==> config.mk <==
export PLATFORM = sky130hd
export DESIGN_NAME = pitch_sequencer
export DESIGN_NICKNAME = d
export VERILOG_FILES = /design/src/rtl/pitch_sequencer_pkg.sv /design/src/rtl/pitch_sequencer_phase_timer.sv /design/src/rtl/pitch_sequencer.sv
export SDC_FILE = /design/constraint.sdc
export NUM_CORES = 1
export LEC_CHECK = 0
export BUFFER_PORTS_ARGS = -buffer_cell sky130_fd_sc_hd__buf_2
export CAP_MARGIN = 20
export CELL_PAD_IN_SITES_DETAIL_PLACEMENT = 1
export CELL_PAD_IN_SITES_GLOBAL_PLACEMENT = 2
export CORE_UTILIZATION = 30
export CTS_CLUSTER_SIZE = 12
export DETAILED_ROUTE_END_ITERATION = 7
export PLACE_DENSITY_LB_ADDON = 0.08
export SETUP_SLACK_MARGIN = 0.4
export SLEW_MARGIN = 10
export SYNTH_ARGS = -nofsm -noshare
export SYNTH_HDL_FRONTEND = slang
export SYNTH_SLANG_ARGS = --single-unit
==> constraint.sdc <==
create_clock -name clk -period 2.5 [get_ports clk]
set_input_delay 0.625 -clock clk [delete_from_list [all_inputs] [get_ports clk]]
set_output_delay 0.625 -clock clk [all_outputs]
set_load 0.1 [all_outputs]
==> src/rtl/pitch_sequencer_pkg.sv <==
// pitch_sequencer_pkg
//   Shared definitions for the pitch sequencer: phase encodings, pitch-mode
//   constants, the wind-up tick table, the reset speed code and the width of
//   the phase timer.
//   No ports (package).
package pitch_sequencer_pkg;

  typedef enum logic [2:0] {
    PH_IDLE     = 3'd0,
    PH_ARM      = 3'd1,
    PH_WINDUP   = 3'd2,
    PH_RELEASE  = 3'd3,
    PH_COOLDOWN = 3'd4
  } phase_e;

  localparam logic [1:0] MODE_FASTBALL  = 2'd1;
  localparam logic [1:0] MODE_SLIDER    = 2'd2;
  localparam logic [1:0] MODE_CHANGE_UP = 2'd3;

  localparam logic [3:0] RESET_SPEED = 4'd3;

  // Wide enough for 3 * TICKS_PER_SEC and COOL_BASE + 15 with sane parameters.
  localparam int TIMER_W = 8;

  // Wind-up length in ticks; the illegal mode 0 falls back to FASTBALL timing.
  function automatic logic [TIMER_W-1:0] windup_ticks(input logic [1:0] m);
    case (m)
      MODE_SLIDER:    windup_ticks = TIMER_W'(3);
      MODE_CHANGE_UP: windup_ticks = TIMER_W'(4);
      default:        windup_ticks = TIMER_W'(2);
    endcase
  endfunction

endpackage

==> src/rtl/pitch_sequencer_phase_timer.sv <==
// phase_timer
//   Tick-gated down-counter shared by all timed phases.
//   Ports:
//     clk, rst_n   clock and asynchronous active-low reset
//     tick         count enable (one clk wide)
//     load         load load_val (wins over tick)
//     clear        force the count to zero (wins over load)
//     load_val     phase length in ticks
//     done         high on the tick that completes the loaded count
module phase_timer
  import pitch_sequencer_pkg::*;
#(
  parameter int W = TIMER_W
) (
  input  logic         clk,
  input  logic         rst_n,
  input  logic         tick,
  input  logic         load,
  input  logic         clear,
  input  logic [W-1:0] load_val,
  output logic         done
);

  logic [W-1:0] cnt_q;
  logic [W-1:0] cnt_d;

  always_comb begin
    cnt_d = cnt_q;
    if (clear) begin
      cnt_d = '0;
    end else if (load) begin
      cnt_d = load_val;
    end else if (tick && (cnt_q != '0)) begin
      cnt_d = cnt_q - W'(1);
    end
  end

  // The last tick of a phase is the one that sees a count of one.
  assign done = tick && (cnt_q == W'(1));

  always_ff @(posedge clk or negedge rst_n) begin
    if (!rst_n) begin
      cnt_q <= '0;
    end else begin
      cnt_q <= cnt_d;
    end
  end

endmodule

==> src/rtl/pitch_sequencer.sv <==
// pitch_sequencer
//   Sequences one pitch: IDLE -> ARM (countdown) -> WINDUP -> RELEASE
//   (one-cycle launch) -> COOLDOWN -> IDLE. Speed and mode are frozen at the
//   request so the LED/display logic sees stable values while busy.
//   Optional feature macro: PITCH_QUEUE_EN (one-deep request queue during
//   COOLDOWN). Default build has no queue.
//   Handshake: pitchReq is a level; a request is its rising edge, taken only
//   in IDLE (or queued from COOLDOWN). abortReq is a level that overrides
//   everything on the next edge.
//   Ports:
//     clk, rstN       clock, asynchronous active-low reset
//     tick            timebase enable; phase lengths count ticks
//     pitchReq        debounced pitch button
//     abortReq        forces IDLE
//     speedCode/mode  live speed (0..8) and mode (1..3)
//     busy            high outside IDLE
//     phase           current state encoding (also the FSM debug view)
//     launch          high only in RELEASE
//     countdown       seconds left in ARM, else 0
//     latchedSpeed/latchedMode  values frozen at request time
//     pitchCount      completed launches, wrapping
module pitch_sequencer
  import pitch_sequencer_pkg::*;
#(
  parameter int TICKS_PER_SEC = 4,
  parameter int COOL_BASE     = 4
) (
  input  logic       clk,
  input  logic       rstN,
  input  logic       tick,
  input  logic       pitchReq,
  input  logic       abortReq,
  input  logic [3:0] speedCode,
  input  logic [1:0] mode,
  output logic       busy,
  output logic [2:0] phase,
  output logic       launch,
  output logic [1:0] countdown,
  output logic [3:0] latchedSpeed,
  output logic [1:0] latchedMode,
  output logic [7:0] pitchCount
);

  phase_e               state_q, state_d;
  logic                 req_q, req_d;
  logic                 busy_q, busy_d;
  logic                 launch_q, launch_d;
  logic [1:0]           countdown_q, countdown_d;
  logic [3:0]           lspeed_q, lspeed_d;
  logic [1:0]           lmode_q, lmode_d;
  logic [7:0]           count_q, count_d;
  logic [TIMER_W-1:0]   sec_q, sec_d;      // ticks elapsed in the current ARM second
`ifdef PITCH_QUEUE_EN
  logic                 pending_q, pending_d;
`endif

  logic                 req_edge;
  logic                 start;
  logic                 tmr_load;
  logic                 tmr_clear;
  logic [TIMER_W-1:0]   tmr_val;
  logic                 tmr_done;

  phase_timer #(.W(TIMER_W)) u_timer (
    .clk      (clk),
    .rst_n    (rstN),
    .tick     (tick),
    .load     (tmr_load),
    .clear    (tmr_clear),
    .load_val (tmr_val),
    .done     (tmr_done)
  );

  assign req_edge = pitchReq && !req_q;

  always_comb begin
    state_d     = state_q;
    req_d       = pitchReq;
    countdown_d = countdown_q;
    lspeed_d    = lspeed_q;
    lmode_d     = lmode_q;
    count_d     = count_q;
    sec_d       = sec_q;
`ifdef PITCH_QUEUE_EN
    pending_d   = pending_q;
`endif
    start       = 1'b0;
    tmr_load    = 1'b0;
    tmr_clear   = 1'b0;
    tmr_val     = '0;

    case (state_q)
      PH_IDLE: begin
        if (req_edge) start = 1'b1;
      end
      PH_ARM: begin
        if (tmr_done) begin
          state_d     = PH_WINDUP;
          tmr_load    = 1'b1;
          tmr_val     = windup_ticks(lmode_q);
          countdown_d = 2'd0;
          sec_d       = '0;
        end else if (tick) begin
          if (sec_q == TIMER_W'(TICKS_PER_SEC - 1)) begin
            sec_d       = '0;
            countdown_d = countdown_q - 2'd1;
          end else begin
            sec_d = sec_q + TIMER_W'(1);
          end
        end
      end
      PH_WINDUP: begin
        if (tmr_done) begin
          state_d   = PH_RELEASE;
          tmr_clear = 1'b1;
        end
      end
      PH_RELEASE: begin
        // Single clk cycle regardless of tick; the launch is counted here.
        state_d  = PH_COOLDOWN;
        tmr_load = 1'b1;
        tmr_val  = TIMER_W'(COOL_BASE) + TIMER_W'(lspeed_q);
        count_d  = count_q + 8'd1;
      end
      PH_COOLDOWN: begin
`ifdef PITCH_QUEUE_EN
        if (req_edge) pending_d = 1'b1;
        if (tmr_done) begin
          if (pending_q || req_edge) begin
            start     = 1'b1;
            pending_d = 1'b0;
          end else begin
            state_d   = PH_IDLE;
            tmr_clear = 1'b1;
          end
        end
`else
        if (tmr_done) begin
          state_d   = PH_IDLE;
          tmr_clear = 1'b1;
        end
`endif
      end
      default: begin
        state_d   = PH_IDLE;
        tmr_clear = 1'b1;
      end
    endcase

    if (start) begin
      state_d     = PH_ARM;
      lspeed_d    = speedCode;
      lmode_d     = mode;
      tmr_load    = 1'b1;
      tmr_val     = TIMER_W'(3 * TICKS_PER_SEC);
      countdown_d = 2'd3;
      sec_d       = '0;
    end

    // Abort overrides any transition but leaves a RELEASE-cycle count intact.
    if (abortReq) begin
      state_d     = PH_IDLE;
      tmr_load    = 1'b0;
      tmr_clear   = 1'b1;
      countdown_d = 2'd0;
      sec_d       = '0;
      lspeed_d    = lspeed_q;
      lmode_d     = lmode_q;
`ifdef PITCH_QUEUE_EN
      pending_d   = 1'b0;
`endif
    end

    busy_d   = (state_d != PH_IDLE);
    launch_d = (state_d == PH_RELEASE);
  end

  always_ff @(posedge clk or negedge rstN) begin
    if (!rstN) begin
      state_q     <= PH_IDLE;
      req_q       <= 1'b0;
      busy_q      <= 1'b0;
      launch_q    <= 1'b0;
      countdown_q <= 2'd0;
      lspeed_q    <= RESET_SPEED;
      lmode_q     <= MODE_FASTBALL;
      count_q     <= 8'd0;
      sec_q       <= '0;
`ifdef PITCH_QUEUE_EN
      pending_q   <= 1'b0;
`endif
    end else begin
      state_q     <= state_d;
      req_q       <= req_d;
      busy_q      <= busy_d;
      launch_q    <= launch_d;
      countdown_q <= countdown_d;
      lspeed_q    <= lspeed_d;
      lmode_q     <= lmode_d;
      count_q     <= count_d;
      sec_q       <= sec_d;
`ifdef PITCH_QUEUE_EN
      pending_q   <= pending_d;
`endif
    end
  end

  assign phase        = state_q;
  assign busy         = busy_q;
  assign launch       = launch_q;
  assign countdown    = countdown_q;
  assign latchedSpeed = lspeed_q;
  assign latchedMode  = lmode_q;
  assign pitchCount   = count_q;

endmodule

==> impl.org <==
** Placement
- Final estimated routing congestion in global placement :: 0.7679
- Post-Place Cells :: 351
- The HPWL after detailed placement is 4.552 mm.
- At the placement stage, the worst setup path has a slack of 9.952 ps.
- Count of port buffers added during placement :: 31

** Final layout
- Relative to the synthesized area, the layout overhead comes to 31.46%.
- Area of the multi-input gates :: about 1200 um2
- Across the whole layout, storage elements account for 965.9 um2.
- Once layout is complete, the cells apart from fillers number 367.
- The layout has 815 filler cells.
- Cells with a size suffix above 1 make up 37.64% of the layout.
- Total inserted antenna cells :: 0
- Final nets :: 287

** Setup path
- CP Class :: flop to flop
- Critical Path Start Type :: flop
- Along the worst path, the maximum fanout reaches 12.
- Crit path arrival time :: 2230 ps
- STA puts the critical path data required time at roughly 2700 ps.
- Master of the slowest instance on the critical path :: sky130_fd_sc_hd__or4b_4
- Broken down by cell family, the worst path's largest delay share belongs to simple AND/OR/NAND/NOR gates.
- Traced cell by cell, the critical path runs through or4b_4 -> o21bai_4 -> buf_4 -> a21oi_2 -> and2_4 -> a22o_1.
- Together, buffers and inverters on the worst path number 1.
- STA classifies the critical path endpoint as a flop.
- Largest stage delay on the critical path :: roughly 600 ps

** CTS
- Number of buffers created by CTS :: 5
- Counting along the longest clock path gives a buffer depth of 2.
- CTS saw 38 sinks.
- TritonCTS built the clock tree.
- The later pin in the worst-skew pair is clocked with a latency of 300 ps.
- CTS placed an instance of sky130_fd_sc_hd__clkbuf_8 at the clock tree root.
- The H-tree was split into 2 levels.
- Clock slew at reported path FFs :: 90 ps
- Total of hold buffers inserted after clock tree synthesis :: 0

** Timing
- Setup violations remaining at the end of the flow were counted as 0.
- Number of max-slew violations in the final report :: 0
- Post-Route Skew :: between 6 and 7 ps
- After layout, the minimum clock period comes to approximately 2000 ps.
- Final hold violations :: 0
- Worst hold margin :: roughly 240 ps
- Static timing analysis puts the maximum clock frequency at about 500 MHz.
- At the pin with the least slew margin, the transition time is 493.7 ps.
- The final critical path takes up 81.66% of the cycle.
- In this run the tightest slew margin relative to its limit is 67.31%.
- Unrepaired setup endpoints after global routing :: yes
- The worst path meets setup with 458.4 ps of slack.
- Summed negative setup slack over all endpoints :: 0 ps

** Drt
- DRC violation total after the first TritonRoute iteration :: 71
- The first detailed-routing pass ran for 4 iterations.
- Total wire length :: about 6.0 mm
- Average wire per standard cell :: 16.32 um
- DRC violations left :: 0
- The routed layout has approximately 1.9k vias.
- Dividing the detail-routed via count by the number of cells gives 5.128.
- DRT antenna net count :: 0

** Logic synthesis
- The synthesized design contains 0 enable-type register cells.
- Mean instance size in the synthesized netlist :: 9.906 um2
- Total of flip-flops plus latches after synthesis :: 38
- Summed over its instances, the top area cell type makes up 40.56% of the synthesized netlist area.
- Yosys mapped the design onto 55 distinct sky130hd cell types.
- Number of warnings printed during yosys synthesis :: 0
- In the synthesized netlist, the number of instances is 218.
- After synthesis, flip-flops and latches occupy 44.21% of the total area.
- Largest cells by area after synthesis :: sky130_fd_sc_hd__dfrtp_1 (41%), sky130_fd_sc_hd__xnor2_1 (4.1%), sky130_fd_sc_hd__dfstp_2 (3.7%), sky130_fd_sc_hd__ha_1 (3.5%), sky130_fd_sc_hd__nand2_1 (3.1%)
- Fraction of registers with async set/reset :: 100.0%
- Combined area of all synthesized cells :: 2160 um2
- sky130_fd_sc_hd__dfrtp_1 takes more of the synthesized area than any other cell.
- When the netlist entered floorplanning its net count stood at 235.
- Prevailing post-synth register cell :: sky130_fd_sc_hd__dfrtp_1

** GRT
- The total overflow left after global routing is 0.
- The number of antenna violations at the first check in global routing was 0.
- The via count of the first global-routing pass was 1,964.
- First-pass GRT wire length :: 10.08 mm
- Entering global routing, the biggest net connects 24 pins.
- Global-route usage over all layers :: 17.47%

** Floorplanning
- Starting density of the core :: around a third
- Area of the core :: 6869 um2
- The floorplan step set the die height to 86.85 um.
- Die area :: 7542 um2
- Horizontal die dimension :: between 80 and 90 um
- After floorplanning, the core was divided into 30 placement rows.
- During I/O placement, the number of pins put on the boundary was 32.

** Run status
- Status :: complete, no violations

** Power
- Power spread over the standard cell area amounts to 984.9 nW/um2.
- Clock group share of total power :: 23.0%
- The internal power of the cells totals roughly 1.6 mW.
- Maximum ir drop on the vdd rail :: 589.3 uV
- Switching Power :: about 1.2 mW
- Sequential power share :: 31.1%
- Per report_power, the combinational group accounts for 45.9% of the total.
- Switch share :: 43.19%
- Summed over all cells, the static leakage comes to roughly 1.3 nW.

** Worst hold path
- HP Class :: input pin to async pin

** Job
- Across the run, the number of max-cap violations was 0.
-- registers in the layout, summed over array words and instances (netlist names) --
name	flops
busy	1
req_q	1
phase	3
launch	1
latchedSpeed	4
u_timer.cnt_q	8
pitchCount	8
sec_q	8
latchedMode	2
countdown	2
-- path summary, 6_finish.rpt --
| kind | start | cells past startpoint | to | slack, ps |
|---|---|---|---|---|
| hold reg to reg | pitchCount[7]$_DFFE_PN0P_ | 1 | pitchCount[7]$_DFFE_PN0P_ | 470 |
| hold / removal | rstN | 1 | u_timer.cnt_q[7]$_DFFE_PN0P_ | 240 |
| setup reg to reg | phase[1]$_DFF_PN0_ | 6 | u_timer.cnt_q[1]$_DFFE_PN0P_ | 460 |
| min in group clk | pitchCount[7]$_DFFE_PN0P_ | 1 | pitchCount[7]$_DFFE_PN0P_ | 470 |
| max in group asynchronous | rstN | 2 | latchedSpeed[0]$_DFFE_PN1P_ | 1560 |
| setup / recovery | phase[1]$_DFF_PN0_ | 6 | u_timer.cnt_q[1]$_DFFE_PN0P_ | 460 |
-- cell type report --
type,instances,share of cell area (%)
multi-input cells,163,43.98
flip-flops and latches,38,34.02
repair buffers,54,11.86
well taps,96,4.231
clock buffers,5,2.424
clock inverters,3,2.424
inverters,8,1.058
-- layout by cell type, fill, tap and decap left out, drive strengths merged, types with 3 or more instances in the layout --
cell	synthesis	layout
or4	3	3
o21ai	13	13
nor4	6	6
nor2	18	18
xnor2	10	10
nand4	7	7
o41ai	4	4
a211oi	4	4
o311ai	3	3
a21oi	4	4
a22o	3	3
and3	6	6
nand3	6	6
o31ai	3	3
mux2	6	6
inv	8	8
clkbuf	5	6
nor3	8	8
o211ai	3	3
dfrtp	35	35
ha	6	6
buf	4	53
nand2	18	18
dfstp	3	3
-- cells by family (layout without fill, tap and decap cells) --
| group | after synthesis | after routing | share of synthesized area (%) |
|---|---|---|---|
| AOI/OAI and AO/OA | 52 | 52 | 18.95 |
| xor gates and xnor gates | 12 | 12 | 4.867 |
| adders and majority gates | 6 | 6 | 3.476 |
| buffers and inverters | 17 | 70 | 3.244 |
| DFF | 38 | 38 | 44.21 |
| muxes | 6 | 6 | 3.128 |
| and+or+nand+nor | 87 | 87 | 22.13 |
-- repair_timing --
item / in CTS / in global routing
pin swaps: 0 / 9
endpoints found under the setup margin: 14 / 19
setup buffers: 0 / 8
gates resized for setup: 9 / 17
-- synthesized netlist by cell type (6+ instances only) --
master and count:
sky130_fd_sc_hd__nand3_1 6, sky130_fd_sc_hd__nor3_1 7, sky130_fd_sc_hd__xnor2_1 10, sky130_fd_sc_hd__and3_1 6, sky130_fd_sc_hd__mux2_2 6, sky130_fd_sc_hd__nand4_1 7
sky130_fd_sc_hd__nor4_1 6, sky130_fd_sc_hd__inv_1 8, sky130_fd_sc_hd__nor2_1 17, sky130_fd_sc_hd__o21ai_0 13, sky130_fd_sc_hd__ha_1 6, sky130_fd_sc_hd__nand2_1 18
sky130_fd_sc_hd__dfrtp_1 35
-- metal layers --
layer  global-route usage (%)  part of all wire, %  vias to the layer above
met4                    4.091                 0.75                        0
met2                    26.84                   44                       38
met3                    3.143                  3.7                        4
met1                    25.31                   52                      920
met5                        0                    0                        -
li1                         -                    -                      920
-- power groups by stage --
| stage | Sequential (mW) | Clock, mW | Combinational (mW) |
|---|---|---|---|
| final | 0.869 | 0.643 | 1.28 |
| after global routing | 0.891 | 0.691 | 1.38 |
| after CTS | 0.866 | 0.669 | 1.19 |
| after detailed placement | 0.875 | 0 | 1.16 |
| after global placement | 0.871 | 0 | 1.16 |
| after floorplan | 1.20 | 0 | 0.535 |
-- per-stage QoR --
| step | util [%] | power (mW) | cell area [um2] |
|---|---|---|---|
| final | 41.33 | 2.796 | 2839 |
| after detailed placement | 37.09 | 2.031 | 2547 |
| after global routing | 41.33 | 2.963 | 2839 |
| after CTS | 39.53 | 2.725 | 2715 |
| after floorplan | - | 1.731 | 2228 |
| after global placement | 37.09 | 2.028 | 2547 |
No activity file was read; power rests on OpenSTA's default activity.
